--- config.mk ---
export PLATFORM = sky130hd
export DESIGN_NAME = hazard_ctrl
export DESIGN_NICKNAME = d
export VERILOG_FILES = /design/src/rtl/hazard_ctrl.sv
export SDC_FILE = /design/constraint.sdc
export NUM_CORES = 1
export LEC_CHECK = 0
export CAP_MARGIN = 10
export CORE_ASPECT_RATIO = 0.9
export CORE_MARGIN = 2
export CORE_UTILIZATION = 35
export CTS_BUF_LIST = sky130_fd_sc_hd__clkbuf_8 sky130_fd_sc_hd__clkbuf_16
export CTS_CLUSTER_DIAMETER = 150
export DETAILED_ROUTE_END_ITERATION = 8
export GPL_TIMING_DRIVEN = 0
export PLACE_DENSITY = 0.66
export SYNTH_ARGS = -nofsm -noshare
export SYNTH_HDL_FRONTEND = slang
export SYNTH_SLANG_ARGS = --single-unit
--- constraint.sdc ---
create_clock -name clk -period 1.6 [get_ports clk]
set_input_delay 0.16 -clock clk [delete_from_list [all_inputs] [get_ports clk]]
set_output_delay 0.16 -clock clk [all_outputs]
set_load 0.02 [all_outputs]
--- src/rtl/hazard_ctrl.sv ---
// Pipeline hazard control: load-use, branch-operand and mult/div stalls, plus jump/branch flushes.
// Latency: outputs are combinational from the ID/EX inputs and the stall FSM/mult-div counters.
// Backpressure: a stall holds PC and IF-ID and injects an ID-EX bubble; a taken branch overrides every stall.
// Optional: define HAZARD_PERF_CNT_EN to add the 16-bit saturating stall_cycles counter output.
module hazard_ctrl #(
  parameter int REG_AW   = 5,
  parameter int LOAD_LAT = 2,
  parameter int MD_LAT   = 8
) (
  input  logic              clk,
  input  logic              rst_n,
  input  logic [REG_AW-1:0] rs_d,
  input  logic [REG_AW-1:0] rt_d,
  input  logic              rs_used_d,
  input  logic              rt_used_d,
  input  logic              branch_d,
  input  logic [REG_AW-1:0] wr_x,
  input  logic              regwrite_x,
  input  logic              memread_x,
  input  logic              md_start_d,
  input  logic              md_read_d,
  input  logic              pcsrc,
  input  logic              br_taken,
  output logic              pc_en,
  output logic              if_id_en,
  output logic              flush_if_id,
  output logic              flush_id_exe,
  output logic              md_busy
`ifdef HAZARD_PERF_CNT_EN
  ,
  output logic [15:0]       stall_cycles
`endif
);

  typedef enum logic {IDLE, LD_STALL} state_t;

  // The detection cycle is the first stall cycle, so the FSM covers the remaining LOAD_LAT-1.
  localparam bit       LD_MULTI = (LOAD_LAT > 1);
  localparam logic [2:0] LD_INIT = LD_MULTI ? 3'(LOAD_LAT - 2) : 3'd0;
  localparam logic [5:0] MD_INIT = 6'(MD_LAT);

  state_t     state, state_nxt;
  logic [2:0] ld_cnt, ld_cnt_nxt;
  logic [5:0] md_cnt;

  logic rs_hit, rt_hit, src_hit;
  logic ld_hit, br_hit, md_stall, stall;

  assign rs_hit   = rs_used_d & (rs_d == wr_x);
  assign rt_hit   = rt_used_d & (rt_d == wr_x);
  assign src_hit  = (wr_x != '0) & (rs_hit | rt_hit);
  // Only a fresh detection in IDLE counts; LD_STALL already owns the stall.
  assign ld_hit   = memread_x & src_hit & (state == IDLE);
  assign br_hit   = branch_d & regwrite_x & src_hit;
  assign md_stall = md_busy & (md_start_d | md_read_d);
  assign stall    = ld_hit | (state == LD_STALL) | md_stall | br_hit;

  // Load-stall FSM state and remaining-cycle counter.
  always_ff @(posedge clk or negedge rst_n) begin
    if (!rst_n) begin
      state  <= IDLE;
      ld_cnt <= '0;
    end else begin
      state  <= state_nxt;
      ld_cnt <= ld_cnt_nxt;
    end
  end

  // Next-state logic; a taken branch squashes the stalled instruction, so the stall is dropped.
  always_comb begin
    state_nxt  = state;
    ld_cnt_nxt = ld_cnt;
    if (br_taken) begin
      state_nxt  = IDLE;
      ld_cnt_nxt = '0;
    end else begin
      case (state)
        IDLE: begin
          if (ld_hit && LD_MULTI) begin
            state_nxt  = LD_STALL;
            ld_cnt_nxt = LD_INIT;
          end
        end
        LD_STALL: begin
          if (ld_cnt == '0) begin
            state_nxt = IDLE;
          end else begin
            ld_cnt_nxt = ld_cnt - 3'd1;
          end
        end
        default: begin
          state_nxt  = IDLE;
          ld_cnt_nxt = '0;
        end
      endcase
    end
  end

  // Mult/div occupancy: counts down from MD_LAT regardless of stalls or flushes.
  always_ff @(posedge clk or negedge rst_n) begin
    if (!rst_n) begin
      md_cnt  <= '0;
      md_busy <= 1'b0;
    end else if (md_start_d && !md_busy) begin
      md_cnt  <= MD_INIT;
      md_busy <= 1'b1;
    end else if (md_busy) begin
      md_cnt  <= md_cnt - 6'd1;
      md_busy <= (md_cnt != 6'd1);
    end
  end

  // Output priority: taken branch, then any stall, then jump redirect. Reset forces idle values.
  always_comb begin
    pc_en        = 1'b1;
    if_id_en     = 1'b1;
    flush_if_id  = 1'b0;
    flush_id_exe = 1'b0;
    if (!rst_n) begin
      pc_en = 1'b1;
    end else if (br_taken) begin
      flush_if_id  = 1'b1;
      flush_id_exe = 1'b1;
    end else if (stall) begin
      pc_en        = 1'b0;
      if_id_en     = 1'b0;
      flush_id_exe = 1'b1;
    end else if (pcsrc) begin
      flush_if_id = 1'b1;
    end
  end

`ifdef HAZARD_PERF_CNT_EN
  // Saturating count of cycles in which the front end was actually held.
  always_ff @(posedge clk or negedge rst_n) begin
    if (!rst_n) begin
      stall_cycles <= '0;
    end else if (!pc_en && stall_cycles != 16'hFFFF) begin
      stall_cycles <= stall_cycles + 16'd1;
    end
  end
`endif

endmodule

-- After elaboration in Yosys (flattened, before gate mapping)
Cells that the tools add are included.
Widths: inputs -> output; s select.
- eq/ne operators: 5
- reduce and logical (&&, ||, !) cells: 6
- muxes and demuxes: 22
- bitwise logic cells: 14
- add/subtract/negate cells: 2
- operators with widths (cell ; number):
    $mux 1 ; 15
    $mux 6 ; 2
    $eq 5x5->1 ; 2
    $mux 3 ; 3
    $and 1x1->1 ; 8
    $ne 3x3->1 const B ; 2
    $ne 6x1->1 const B ; 1
    $pmux 3 s2 ; 1
    $sub 6x1->6 const B ; 1
    $or 1x1->1 ; 5
    $reduce_bool 5->1 ; 1
    $logic_not 3->1 ; 1
    $sub 3x1->3 const B ; 1
    $pmux 1 s2 ; 1
    $reduce_and 2->1 ; 1
    $reduce_bool 2->1 ; 1
    $logic_and 1x1->1 ; 1
    $logic_not 1->1 ; 1
    $not 1->1 ; 1
- word-level logic and storage cells: 53
- bits of input ports: 26
- output and inout bits: 5
- bits in registers: 11

-- Depth between registers and ports, before layout
Gate-level depths: netlist (run 1).
- word-level depth: 12
- gate-level depth with buffers: 6
- gate-level depth less buffers: 6

-- Least setup slack after synthesis (run 1)
Ideal clock, no wire load.
- path kind: input port to output port
- start point: input wr_x[0]
- end point: output pc_en
- cell stages on the path: 5
- slack: -179 ps
- buffers on the path: 1
- arrival: 1619 ps
- data required time: 1440 ps
- path through: or4_4 > o211ai_2 > o22ai_2 > a21oi_1 > buf_4
- longest elaborated chain between the ends: 12
- elaborated cells on any way between the ends: 16
- classes of those cells: 2 x eq/ne; 3 x mux; 10 x bitwise; 1 x reduce/logical
- RTL lines (what ; line ; source):
    start, declared ; 17 ; input logic [REG_AW-1:0] wr_x,
    $eq 5x5->1 (on tied branches) ; 49, 50 ;
    $and 1x1->1 (on tied branches) ; 49, 50 ;
    $or 1x1->1 ; 51 ; assign src_hit = (wr_x != '0) & (rs_hit | rt_hit);
    $and 1x1->1 * ; 51 ;
    $and 1x1->1 (2 in series) ; 53 ; assign ld_hit = memread_x & src_hit & (state == IDLE);
    $or 1x1->1 (2 in series) ; 56 ; assign stall = ld_hit | (state == LD_STALL) | md_stall | br_hit;
    $or 1x1->1 * ; 56 ;
    $mux 1 * (3 in series) ; n/a ;
    end, declared ; 24 ; output logic pc_en,
Every way passes the cells marked *; elsewhere a longest branch is shown, timed or not.

-- Worst setup path in the final report (run 1)
- start point: input wr_x[2]
- end point: output flush_if_id
- longest elaborated chain between the ends: 12
- elaborated cells on any way between the ends: 16
- classes of those cells: 2 x eq/ne; 3 x mux; 10 x bitwise; 1 x reduce/logical
- RTL lines (what ; line ; source):
    $eq 5x5->1 (on tied branches) ; 49, 50 ;
    $and 1x1->1 (on tied branches) ; 49, 50 ;
    $or 1x1->1 ; 51 ;
    $and 1x1->1 * ; 51 ;
    $and 1x1->1 (2 in series) ; 53 ;
    $or 1x1->1 (2 in series) ; 56 ;
    $or 1x1->1 * ; 56 ;
    $mux 1 * ; 124 ; end else if (stall) begin
    $mux 1 * ; 121 ; end else if (br_taken) begin
    $mux 1 * ; 119 ; if (!rst_n) begin
    end, declared ; 26 ; output logic flush_if_id,
Marks and branches as above.

==> results of run 1 <==
-- what timing repair did --
action / CTS / global route
pin swaps: 10 / 6
endpoints found under the setup margin: 8 / 5
hold buffers: 0 / 1
hold endpoints to repair: 0 / 11
resized for setup: 53 / 10
setup buffers: 2 / 2
-- cell usage in the layout (no fill, tap or decap), drive strengths merged, types with 5 or more instances in the layout --
cell type      count
buf               13
clkdlybuf4s50     16
nor2               9
o21ai              7
xnor2             11
inv                8
dfrtp             11
dlygate4sd2        5
nand2              9
-- final timing paths --
path	endpoint	cells after the start
min	md_cnt[1]	2
max reg2reg	ld_cnt[1]	6
min in group asynchronous	md_cnt[4]	2
max	flush_if_id	6
min reg2reg	md_cnt[1]	2
max in group asynchronous	md_cnt[5]	2
-- routing by layer --
metal / wire length [um] / part of all wire [%] / vias to the layer above
met5: 0 / 0 / -
met4: 25 / 1.3 / 0
met3: 74 / 3.7 / 4
met2: 945 / 48 / 13
met1: 938 / 47 / 362
li1: - / - / 392
-- sequential cells by signal, indices dropped and copies added, names as in the netlist --
register  flops
ld_cnt        3
state         1
md_cnt        6
md_busy       1
-- kinds of logic after synthesis --
| family | count (synthesis) |
|---|---|
| flip-flops | 11 |
| buffers and inverters | 8 |
| XOR/XNOR | 12 |
| multiplexers | 2 |
| adder cells (fa/ha/maj) | 4 |
| AO/OA/AOI/OAI | 24 |
| AND/OR/NAND/NOR | 29 |
-- power by group through the flow --
stage	sequential, mW	clock (mW)	combinational, mW
floorplan	0.444	0	0.316
global placement	0.451	0	0.494
detailed placement	0.454	0	0.508
CTS	0.449	0.282	0.516
global route	0.464	0.299	0.601
finish	0.452	0.273	0.530
-- area by class of cell --
class                      instances  area share, %
multi-input combinational         71           43.1
timing repair buffer              35           26.0
sequential                        11           21.7
clock buffer                       3           3.25
tap                               27           2.66
inverter                           7           2.07
buffer                             1          0.888
clock inverter                     1          0.296
-- critical path, stage by stage --
cell      delay, ns
buf_8          0.10
or4_4          0.57
o211ai_4       0.22
o22ai_4        0.12
o211ai_1       0.19
buf_4          0.17
-- through the flow --
| stage | total power [mW] | util, % | setup slack, ns |
|---|---|---|---|
| after floorplan | 0.760 | - | 0.0169 |
| after global placement | 0.945 | 52.7 | -0.974 |
| after detailed placement | 0.962 | 52.7 | -1.00 |
| after global routing | 1.36 | 58.7 | -0.126 |
| after CTS | 1.25 | 55.5 | -0.0907 |
| final | 1.25 | 58.7 | -0.0941 |
==> results by group, run 1 <==
Run status
  • Status: complete, but fails checks
  • Failing checks: setup timing

Power
  • VDD IR max: 0.723 mV
  • Clock network power share: 21.7%
  • Combinational share of power: 42.3%
  • Pwr dens: 989 nW/um^2
  • Leakage: 0.536 nW
  • Sw frac: 36.1%
  • Internal Power: 0.802 mW
  • Sequential group share of total power: 36.0%
  • NetSw: 0.452 mW

Worst setup path
  • Crit path kind: input pin to output pin
  • Reg2reg setup slack: 0.09 ns
  • Crit Reg-Reg Startpoint: ld_cnt[0]
  • Worst setup path start: wr_x[2]
  • CP startpoint kind: input pin
  • CP Data Arrival Time: between 1.5 and 2 ns
  • Worst-path fanout max: 4
  • WP data required: 1.44 ns
  • Critical path endpoint category: output pin

Synthesis
  • Post-synthesis sequential area ratio: 34.7%
  • Synth cell types: 28
  • Yosys reg bits: 11
  • Ys flop type: dfrtp_1
  • Synth area leader: dfrtp_1
  • Post-synth EDFFs: 0
  • Top cell type's share of synthesized area: 34.7%
  • Synth warn: 0
  • Top area cells in the synthesized netlist: dfrtp_1, xnor2_1, ha_1
  • Syn avg cell area: around 9 um^2
  • Synth Instances: 90
  • FFs w/ async S/R, synth: 100%
  • XOR/XNOR Fraction of Synth Area: 13.2%
  • Commonest cells post-synth: dfrtp_1, xnor2_1, nand2_1, nor2_1
  • Adder-Cell Fraction of Synth Area: under 10%
  • Post-synthesis simple-gate area fraction: about 17%
  • Mapped Nets: between 100 and 150
  • Synth Area in Compound Gates: 21.5%
  • Largest family of logic cells by synthesized area: compound AO/OA/AOI/OAI gates
  • Mapped cell area: 793 um^2
  • Post-synthesis mux area share: 2.68%

STA
  • Hold Violations, Final: 0
  • Slew headroom: 66.0%
  • RSZ-0062 raised after global routing: true
  • Hold WS: 0.483 ns
  • Clk_skew: 0.00148 ns
  • Max Clock Freq: a little under 600 MHz
  • Tightest Pin Transition: 0.509 ns
  • Setup_tns: -0.330 ns
  • Period Utilization, post-route: 106%
  • Setup ws final: -0.0941 ns
  • Final setup violation count: 4
  • Max-slew violations: 0
  • Minimum clock period: 1.69 ns

CTS
  • Clock root cell: clkbuf_8
  • CTS tree: built
  • CTS sink cnt: 11
  • CTS buffer count: 3
  • H-tree depth: 1
  • Clock slew at reported path FFs: 0.05 ns
  • Clock Tree Buf Depth: 2
  • Clock latency on the worst-skew pair: 0.24 ns

Placement
  • Buffers added on ports: 30
  • Placed Cells: 147
  • Routability cong.: 0.774
  • Placed cell areas: between 1000 and 1500 um^2
  • Detailed placement HPWL: 1520 um

Worst hold path
  • Hold Crit Class: register to register
  • Hold Crit Start: md_cnt[1]

Floorplanning
  • Die ar.: 2660 um^2
  • Core Box Area: 2160 um^2
  • Die Width: 54.2 um
  • Top-Level Pins: 31
  • Num rows: 16
  • Die height: 49.2 um
  • Initial Utilization: 36.7%

Global routing
  • Met2 Resource Use GR: ~25%
  • Vias in the first global route: 732
  • GR met1 Demand/Resource: between 20% and 30%
  • Global route total overflow: 0
  • Initial antenna violation count: 0
  • Met3 Usage GRT: 5.21%
  • Total GRT Usage: 16.6%
  • First-pass GRT wire length: 3230 um
  • GR peak layer: met2
  • Largest net degree at the start of global routing: 18

Finish
  • Multi-input logic area: 547 um^2
  • Register area: 275 um^2
  • Final instance area: 1270 um^2
  • Antenna Diode Count: 0
  • Fill cell count: 192
  • Final Non-Filler Cells: between 150 and 200
  • Area grow syn2layout: 59.9%
  • Share of layout cells above drive strength 1: 21.7%
  • Nets: 160

Run
  • Maxcap violations: 0

Detailed routing
  • First-pass DRT Iterations: 4
  • Drt initial violations: 12
  • Via-to-Cell Ratio: 4.94
  • # DRC: 0
  • Routed length per instance: roughly 13 um
  • Final wirelength: 1980 um
  • Via Count: 771
  • Antenna Nets Post-Route: 0
Power figures use the tool's default switching activity.
==> inputs of run 2 (changes only) <==
clock period = 1.36 ns   (was 1.6 ns; I/O delays follow)
==> run 2 against run 1 <==
The flow still finishes with violations (setup timing). First-iteration DRC count is 33% higher. Largest power group unchanged. Clock skew increased by 0.0018 ns. Critical path type unchanged. Critical endpoint is now pc_en. Combinational power is 13% higher. Die area did not move. Wire length is 0.45% higher. Final cell count is 0.64% higher. Setup slack worse by 0.17 ns. Clock power is 15% higher.
==> results by group, run 2 (synthesis results as in run 1) <==
STA
  • Tightest Pin Transition: 0.498 ns (-0.0110 ns)
  • Max-slew violations: 0 (unchanged)
  • Final setup violation count: 5 (+1)
  • Clk_skew: 0.00327 ns (+0.00179 ns)
  • Setup ws final: -0.265 ns (-0.171 ns)
  • Period Utilization, post-route: 119%
  • Minimum clock period: 1.62 ns
  • RSZ-0062 raised after global routing: true
  • Slew headroom: 66.7% (+0.73 points)
  • Max Clock Freq: a little over 600 MHz
  • Hold Violations, Final: 0 (unchanged)

Power
  • Leakage: 0.531 nW (-1.1%)
  • Pwr dens: 1140 nW/um^2 (+15%)
  • VDD IR max: 0.804 mV (+11%)

CTS
  • Clock latency on the worst-skew pair: 0.23 ns (about the same)
  • CTS sink cnt: 11 (unchanged)
  • Clock Tree Buf Depth: 2 (unchanged)
  • CTS tree: built
  • Clock root cell: clkbuf_8
  • H-tree depth: 1 (unchanged)
  • CTS buffer count: 3 (unchanged)
  • Clock slew at reported path FFs: 0.05 ns (about the same)

Global routing
  • Vias in the first global route: 739 (+0.96%)
  • Initial antenna violation count: 0 (unchanged)
  • Global route total overflow: 0 (unchanged)
  • Largest net degree at the start of global routing: 18 (unchanged)
  • Total GRT Usage: 17.1% (+0.53 points)
  • First-pass GRT wire length: 3270 um (+1.3%)

Placement
  • Routability cong.: 0.766 (-1.1%)
  • Placed Cells: 147 (unchanged)
  • Buffers added on ports: 30 (unchanged)
  • Detailed placement HPWL: 1520 um (+0.35%)
  • Placed cell areas: 1150 um^2 (+0.66%)

Floorplanning
  • Num rows: 16 (unchanged)
  • Die height: 49.2 um (unchanged)
  • Initial Utilization: 36.7% (unchanged)
  • Die Width: 54.2 um (unchanged)
  • Top-Level Pins: 31 (unchanged)
  • Die ar.: 2660 um^2 (unchanged)
  • Core Box Area: 2160 um^2 (unchanged)

Detailed routing
  • Routed length per instance: 12.7 um (-0.19%)
  • Final wirelength: 1990 um (+0.45%)
  • Antenna Nets Post-Route: 0 (unchanged)
  • Via-to-Cell Ratio: 4.89 (-1.2%)
  • First-pass DRT Iterations: 4 (unchanged)
  • Via Count: 767 (-0.52%)
  • # DRC: 0 (unchanged)
  • Drt initial violations: 16 (+4)

Finish
  • Share of layout cells above drive strength 1: 24.6% (+2.9 points)
  • Multi-input logic area: 552 um^2 (+0.92%)
  • Final instance area: 1270 um^2 (+0.30%)
  • Final Non-Filler Cells: 157 (+0.64%)
  • Biggest register: md_cnt
  • Most frequent cells in the layout: clkdlybuf4s50_1, xnor2_1, dfrtp_1
  • Regs by FF count: md_cnt x6, ld_cnt x3
  • Area grow syn2layout: 60.4%
  • Fill cell count: 209 (+8.9%)
  • Most common cell after layout, fill and taps aside: clkdlybuf4s50_1
  • Register area: 275 um^2 (unchanged)
  • Number of flip-flops in the largest register: 6 (unchanged)
  • Antenna Diode Count: 0 (unchanged)
  • Nets: 161 (+0.63%)

Worst setup path
  • Crit-path most repeated cell: buf_6
  • CP startpoint kind: input pin
  • Critical path endpoint category: output pin
  • Critical Path Stages: 7 (+1)
  • Slowest-stage cell, CP: or4_4
  • CP bufs+invs: 3 (+1)
  • R2R depth: 6 (unchanged)
  • Worst path max stage delay: 0.55 ns (-0.02 ns)
  • Crit path max-delay family: simple AND/OR/NAND/NOR gates
  • Worst-path fanout max: 4 (unchanged)
  • CP Data Arrival Time: 1.49 ns (-0.04 ns)
  • Critical-path cell list: buf_8, or4_4, o211ai_2, o22ai_4, a21oi_4, buf_6, buf_6
  • Crit path kind: input pin to output pin
  • WP data required: 1.22 ns (-0.22 ns)

Run
  • Maxcap violations: 0 (unchanged)

Run status
  • Failing checks: setup timing
  • Status: complete, but fails checks

Worst hold path
  • Hold Path Depth: 2 (unchanged)
  • Hold Crit Class: register to register
-- run 2: cell count changes in the layout (fill, tap and decap cells not counted), sizes merged --
| cell | change |
|---|---|
| dlygate4sd2 | +1 |
| clkdlybuf4s50 | -1 |
| buf | +1 |
-- run 2: path summary, 6_finish.rpt --
path                                start         to  slack (ns)
worst max register to register  ld_cnt[0]  ld_cnt[1]        0.07
worst max-delay path              wr_x[4]      pc_en       -0.26
worst min register to register  md_cnt[1]  md_cnt[1]        0.49
max in group asynchronous           rst_n  ld_cnt[2]        0.52
min in group asynchronous           rst_n  md_cnt[2]        0.50
worst min-delay path            md_cnt[1]  md_cnt[1]        0.49
-- run 2: area by class of cell --
| type | instances | area share, % |
|---|---|---|
| plain buffers | 1 | 0.885 |
| clock buffers | 3 | 3.24 |
| clock inverters | 1 | 0.295 |
| inverters | 7 | 2.06 |
| multi-input cells | 71 | 43.4 |
| flip-flops and latches | 11 | 21.6 |
| well taps | 27 | 2.65 |
| repair buffers | 36 | 25.9 |
-- run 2: timing repair --
action	in CTS	in global routing
pin swaps	12	3
gates resized for setup	58	5
hold buffers	0	1
setup buffers	5	0
endpoints found under the hold margin	0	11
setup endpoints to repair	9	8
-- run 2: worst min-delay path, stage by stage, from the launching register on --
cell	delay, ns
dfrtp_1	0.34
nand2_1	0.04
o21ai_0	0.06
-- run 2: power by group --
group	switching [mW]	internal (mW)	leakage, nW
Combinational	0.306	0.295	0.366
Clock	0.117	0.198	0.0269
Sequential	0.0962	0.434	0.137
-- run 2: metal layers --
layer	routed length [um]	up-vias	global-route usage, %	part of all wire [%]
met3	53	4	4.91	2.7
met5	0	-	0	0
met1	974	355	22.7	49
met2	930	12	26.3	47
li1	-	396	-	-
met4	34	0	5.83	1.7
-- run 2: stage by stage --
stage / hold WS (ns) / utilization (%) / TNS (ns) / total power, mW / worst slack (ns)
final: 0.485 / 58.9 / -1.00 / 1.44 / -0.265
after CTS: 0.0645 / 58.0 / -1.08 / 1.45 / -0.292
after global routing: 0.523 / 58.9 / -1.33 / 1.57 / -0.319
after global placement: 0.467 / 53.0 / -6.55 / 1.11 / -1.17
after detailed placement: 0.481 / 53.0 / -6.56 / 1.13 / -1.16
after floorplan: -0.160 / - / -0.363 / 0.894 / -0.162
==> edit 1 (flow settings as in run 1) <==
Add a define of `HAZARD_PERF_CNT_EN`.
--- a/src/rtl/hazard_ctrl.sv
+++ b/src/rtl/hazard_ctrl.sv
@@ -4,2 +4,4 @@
 // Optional: define HAZARD_PERF_CNT_EN to add the 16-bit saturating stall_cycles counter output.
+`define HAZARD_PERF_CNT_EN
+
 module hazard_ctrl #(
Behaviour (old outputs only; new: stall_cycles): unchanged (Yosys induction, for registers that start in step).
==> edit 1 against run 1 <==
  * The run still ends with negative setup slack left
  * Core utilization up 5.8 points
  * Combinational power up 150%
  * Total power is 110% higher
  * Synthesized cell count increased by 81%
  * Sequential cell count up 16
  * Setup slack got worse by 0.016 ns
  * Area after synthesis grew 96%
  * Global-route usage up 0.78 points
  * Wire length up 110%
  * Final cell count is 97% higher
  * Design area is 110% higher
  * Critical path type is now register to register
==> edit 1: results (changes against run 1) <==
----------------------------------------------------
[Run status]
  Result of the run ... finished with violations
  Violated checks ... negative setup slack

[Layout]
  Share of cells above drive strength 1 ... 0.441 (+0.224)
  Clock distribution area overhead in the final layout ... 0.0172 (-0.0183)
  Count of non-CTS inverters in the layout ... 12 (+5)
  Largest registers ... stall_cycles (16), md_cnt (6), ld_cnt (3)
  Sequential cell count ... 27 (+16)
  Number of multi-input combinational cells in the layout ... 122 (+72%)
  Final-layout non-clock buffer area share ... 0.272 (+0.00316)
  Multi-input logic portion of the cell area ... 0.411 (-0.0203)
  Fillers ... 330 (+72%)
  Final Net Count ... 279 (+74%)
  Flip-flop and latch area ... 688 um2 (+150%)

[STA]
  Finish-stage setup viols ... 15 (+11)
  Final worst hold slack ... 0.440 ns (-0.0440 ns)
  Worst setup margin ... -0.111 ns (-0.0165 ns)

[Synth]
  Gate Count Post-Synth ... 163 (+81%)
  Sequential element share of the synthesized area ... 0.434 (+0.0871)
  Syn nets ... 194 (+62%)
  Cell variety after synth ... 32 (+14%)

[Routing]
  Wire length on met2 ... 2.03 mm (+110%)
  Met3 WL ... 143 um (+93%)
  Total number of vias ... 1493 (+94%)
  Number of DRC markers after the initial detailed-route iteration ... 37 (+25)
  Wire length after detailed routing ... 4.08 mm (+110%)

[Setup path]
  Startpoint of the worst-slack reg-to-reg timing path ... stall_cycles[1]$_DFFE_PN0P_
  Required time at the endpoint of the critical path ... 1.80 ns (+0.36 ns)
  Count of cells along the worst register-to-register path ... 8 (+2)
  Slowest-stage cell, CP ... dfrtp_2

[Placement]
  Cell Count Post-Placement ... 270 (+84%)
  Dpl hpwl ... 2.59 mm (+71%)

[Power and ir drop]
  Maximum VDD drop ... 845 uV (+17%)
  Cell internal power dissipation ... 1.67 mW (+110%)
  Leakage dissipation ... 1.20 nW (+120%)

[CTS]
  Register clock-pin slew on the reported worst setup and hold paths ... 0.09 ns (+0.04 ns)

[Worst hold path]
  Number of instances on the worst hold path ... 3 (+1)
  Hold_sp ... md_start_d
  Worst hold path endpoint ... md_cnt[3]$_DFFE_PN0P_

[Global routing]
  Fraction of met3 tracks used by global routing ... 0.0343 (-0.0178)
  Pin count of the biggest net entering global routing ... 17 (-1)

----------------------------------------------------
## edit 1: cell types whose count changed in the layout (fill, tap and decap cells not counted), moves of 4 or more
| cell | change |
|---|---|
| dfrtp_2 | +10 |
| buf_6 | +5 |
| clkbuf_2 | +4 |
| buf_4 | +21 |
| buf_2 | +7 |
| clkdlybuf4s50_1 | +6 |
| dfrtp_1 | +6 |
| xor2_1 | +14 |
| nand2_2 | +4 |
## edit 1: logic make-up (layout without fill, tap and decap cells)
group | count (synthesis) | in the layout | share of synthesized area
flip-flops | 27 | 27 | 0.434
XOR/XNOR | 25 | 25 | 0.141
AO/OA/AOI/OAI | 23 | 23 | 0.0900
AND/OR/NAND/NOR | 66 | 66 | 0.234
adder cells (fa/ha/maj) | 5 | 5 | 0.0402
buffers and inverters | 14 | 98 | 0.0410
multiplexers | 3 | 3 | 0.0201
## edit 1: per-stage QoR
step           setup TNS [ns]  cell area, um2  utilization  power (mW)  worst slack (ns)
2_1_floorplan          -0.101            1630            -        1.59           -0.0575
6_report               -0.745            2700        0.644        2.68            -0.111
5_1_grt                 -2.33            2700        0.644        2.88            -0.187
3_5_place_dp           -16.43            2190        0.524        1.98             -1.00
3_3_place_gp           -29.02            2170        0.518        1.95             -1.45
4_1_cts                -0.524            2540        0.608        2.61           -0.0894
## edit 1: power groups by stage
stage | clock [mW] | sequential (mW) | combinational [mW]
2_1_floorplan | 0 | 1.11 | 0.475
3_3_place_gp | 0 | 1.06 | 0.899
3_5_place_dp | 0 | 1.05 | 0.926
4_1_cts | 0.399 | 0.980 | 1.24
5_1_grt | 0.418 | 1.02 | 1.44
6_report | 0.386 | 0.994 | 1.30
==> edit 2 (config.mk and constraints of run 1) <==
Made on the original files. Put a register stage on the output `flush_if_id`, without a reset. The value now appears one clock later. The other outputs are not delayed to match.
--- a/src/rtl/hazard_ctrl.sv
+++ b/src/rtl/hazard_ctrl.sv
@@ -40,2 +40,4 @@
   localparam logic [5:0] MD_INIT = 6'(MD_LAT);
+
+  logic flush_if_id_d;
 
@@ -116,3 +118,3 @@
     if_id_en     = 1'b1;
-    flush_if_id  = 1'b0;
+    flush_if_id_d = 1'b0;
     flush_id_exe = 1'b0;
@@ -121,3 +123,3 @@
     end else if (br_taken) begin
-      flush_if_id  = 1'b1;
+      flush_if_id_d = 1'b1;
       flush_id_exe = 1'b1;
@@ -128,3 +130,3 @@
     end else if (pcsrc) begin
-      flush_if_id = 1'b1;
+      flush_if_id_d = 1'b1;
     end
@@ -143,2 +145,6 @@
 
+  always_ff @(posedge clk) begin
+    flush_if_id <= flush_if_id_d;
+  end
+
 endmodule
Formal check against the unedited RTL: not equivalent (a bounded check fails within 4 cycles, from zero or initial values and one cycle with rst_n low).
==> edit 2 against run 1 <==
  * Fmax fell by 1.2%
  * Area after synthesis grew 2.5%
  * The flow still finishes with violations (negative setup slack)
  * Via count increased by 3.2%
  * Sequential cell count grew 1
  * Sequential share of layout area grew 0.57 points
  * First-iteration DRC count decreased by 58%
  * Highest routed layer unchanged
  * Largest cell class unchanged
  * Total power up 7.2%
  * Wire length up 8.8%
  * Setup slack got worse by 0.020 ns
  * Critical endpoint is now pc_en
  * Design area increased by 4.5%
==> edit 2: results (changes against run 1) <==
----------------------------------------------------
[Placement]
  Placement-stage cell area ... 1160 um2 (+1.8%)
  Weighted congestion at the end of routability-driven global placement ... 0.789 (+1.9%)
  Worst Setup Slack post-DPL ... -1.01 ns (-0.00490 ns)
  Dpl hpwl ... 1.58 mm (+4.0%)
  Port bufs ... 30 (unchanged)
  Cell Count Post-Placement ... 148 (+0.68%)

[Synth]
  Sequential element share of the synthesized area ... 0.363 (+0.0161)
  Async set-reset flop share out of synthesis ... 0.917 (-0.0833)
  Parity-gate share of the synthesized area counting xor and xnor cells ... 0.129 (-0.00326)
  Cell variety after synth ... 29 (+3.6%)
  Portion of netlist area occupied by mux cells ... 0.0262 (-0.000660)
  Post-synthesis adder-cell area fraction ... 0.0615 (-0.00155)
  Syn nets ... 121 (+0.83%)
  Compound-cell area share of the yosys netlist ... 0.209 (-0.00528)
  Gate Count Post-Synth ... 91 (+1.1%)
  Warnings from Yosys ... 0 (unchanged)
  Synth top area cells ... dfrtp_1, xnor2_1, ha_1

[CTS]
  Maximum clock path buffer count ... 2 (unchanged)
  Clock H-tree levels ... 1 (unchanged)

[Run status]
  Result of the run ... finished with violations
  Violated checks ... negative setup slack

[Layout]
  Share of cells above drive strength 1 ... 0.218 (+0.000991)
  Non-filler instance count after layout ... 160 (+2.6%)
  Layout overhead on the synthesized area ... 63.1%
  Fillers ... 204 (+6.3%)

[Global routing]
  Met2 usage ... 0.280 (+0.0308)
  Grt met1 use ... 0.223 (-0.00282)
  Fraction of met3 tracks used by global routing ... 0.0727 (+0.0206)
  Vias in the first global route ... 832 (+14%)
  GRT Util Overall ... 0.180 (+0.0143)
  First-pass GRT wire length ... 3.53 mm (+9.4%)

[Worst hold path]
  Worst Hold Class ... primary input to register
  Number of instances on the worst hold path ... 3 (+1)
  Hold_sp ... rst_n
  Worst hold path endpoint ... flush_if_id$_SDFF_PN0_

[STA]
  Worst Skew ... 0.000799 ns (-0.000683 ns)
  Final worst hold slack ... 0.306 ns (-0.177 ns)
  Worst setup margin ... -0.114 ns (-0.0199 ns)
  Finish-stage setup viols ... 3 (-1)
  Accumulated negative setup slack ... -0.306 ns (+0.0233 ns)
  Worst slew margin ... 0.647 (-0.0126)

[Power and ir drop]
  Combinational fraction of design power ... 0.399 (-0.024)
  Logic power comb ... 0.537 mW (+1%)
  Maximum VDD drop ... 867 uV (+20%)
  Clock Power Share ... 0.243 (+0.026)
  Cell internal power dissipation ... 0.883 mW (+10%)
  Leakage dissipation ... 0.572 nW (+6.6%)

[Setup path]
  Slack of the worst reg-to-reg path ... 0.09 ns (about the same)
  Critical path fanouts, max ... 4 (unchanged)
  Family with the most delay on the worst path ... simple AND/OR/NAND/NOR gates
  Required time at the endpoint of the critical path ... 1.44 ns (about the same)

[Routing]
  Via density ... 4.98 (+0.66%)
  Met3 WL ... 77 um (+4.1%)
  Number of DRC markers after the initial detailed-route iteration ... 5 (-7)
  Highest routed metal layer ... met4
  Routed length per instance ... 13.5 um (+6.1%)
  Met1 WL ... 989 um (+5.4%)
  Wire length on met2 ... 1.07 mm (+13%)

----------------------------------------------------
## edit 2: changes by cell type after synthesis
cell,before,now
dfxtp_1,0,1
## edit 2: layout make-up
class,instances,share of cell area
inverter,7,0.0198
clock buffer,4,0.0415
timing repair buffer,38,0.275
sequential,12,0.223
multi-input combinational,71,0.407
tap,27,0.0255
buffer,1,0.00849
## edit 2: repair_timing
action                                 in CTS  in global routing
endpoints found under the hold margin       0                 11
buffers inserted                            3                  4
gates resized for setup                    45                 10
pin swaps                                   6                 10
hold buffers                                0                  1
setup endpoints to repair                   8                  4
## edit 2: worst max path at each step
stage,start,to,cells past startpoint
2_1_floorplan,ld_cnt[0]$_DFFE_PN0P_,ld_cnt[1]$_DFFE_PN0P_,6
3_3_place_gp,wr_x[0],pc_en,7
3_5_place_dp,wr_x[0],pc_en,7
4_1_cts,wr_x[4],pc_en,7
5_1_grt,rs_d[2],pc_en,7
6_report,wr_x[2],pc_en,7
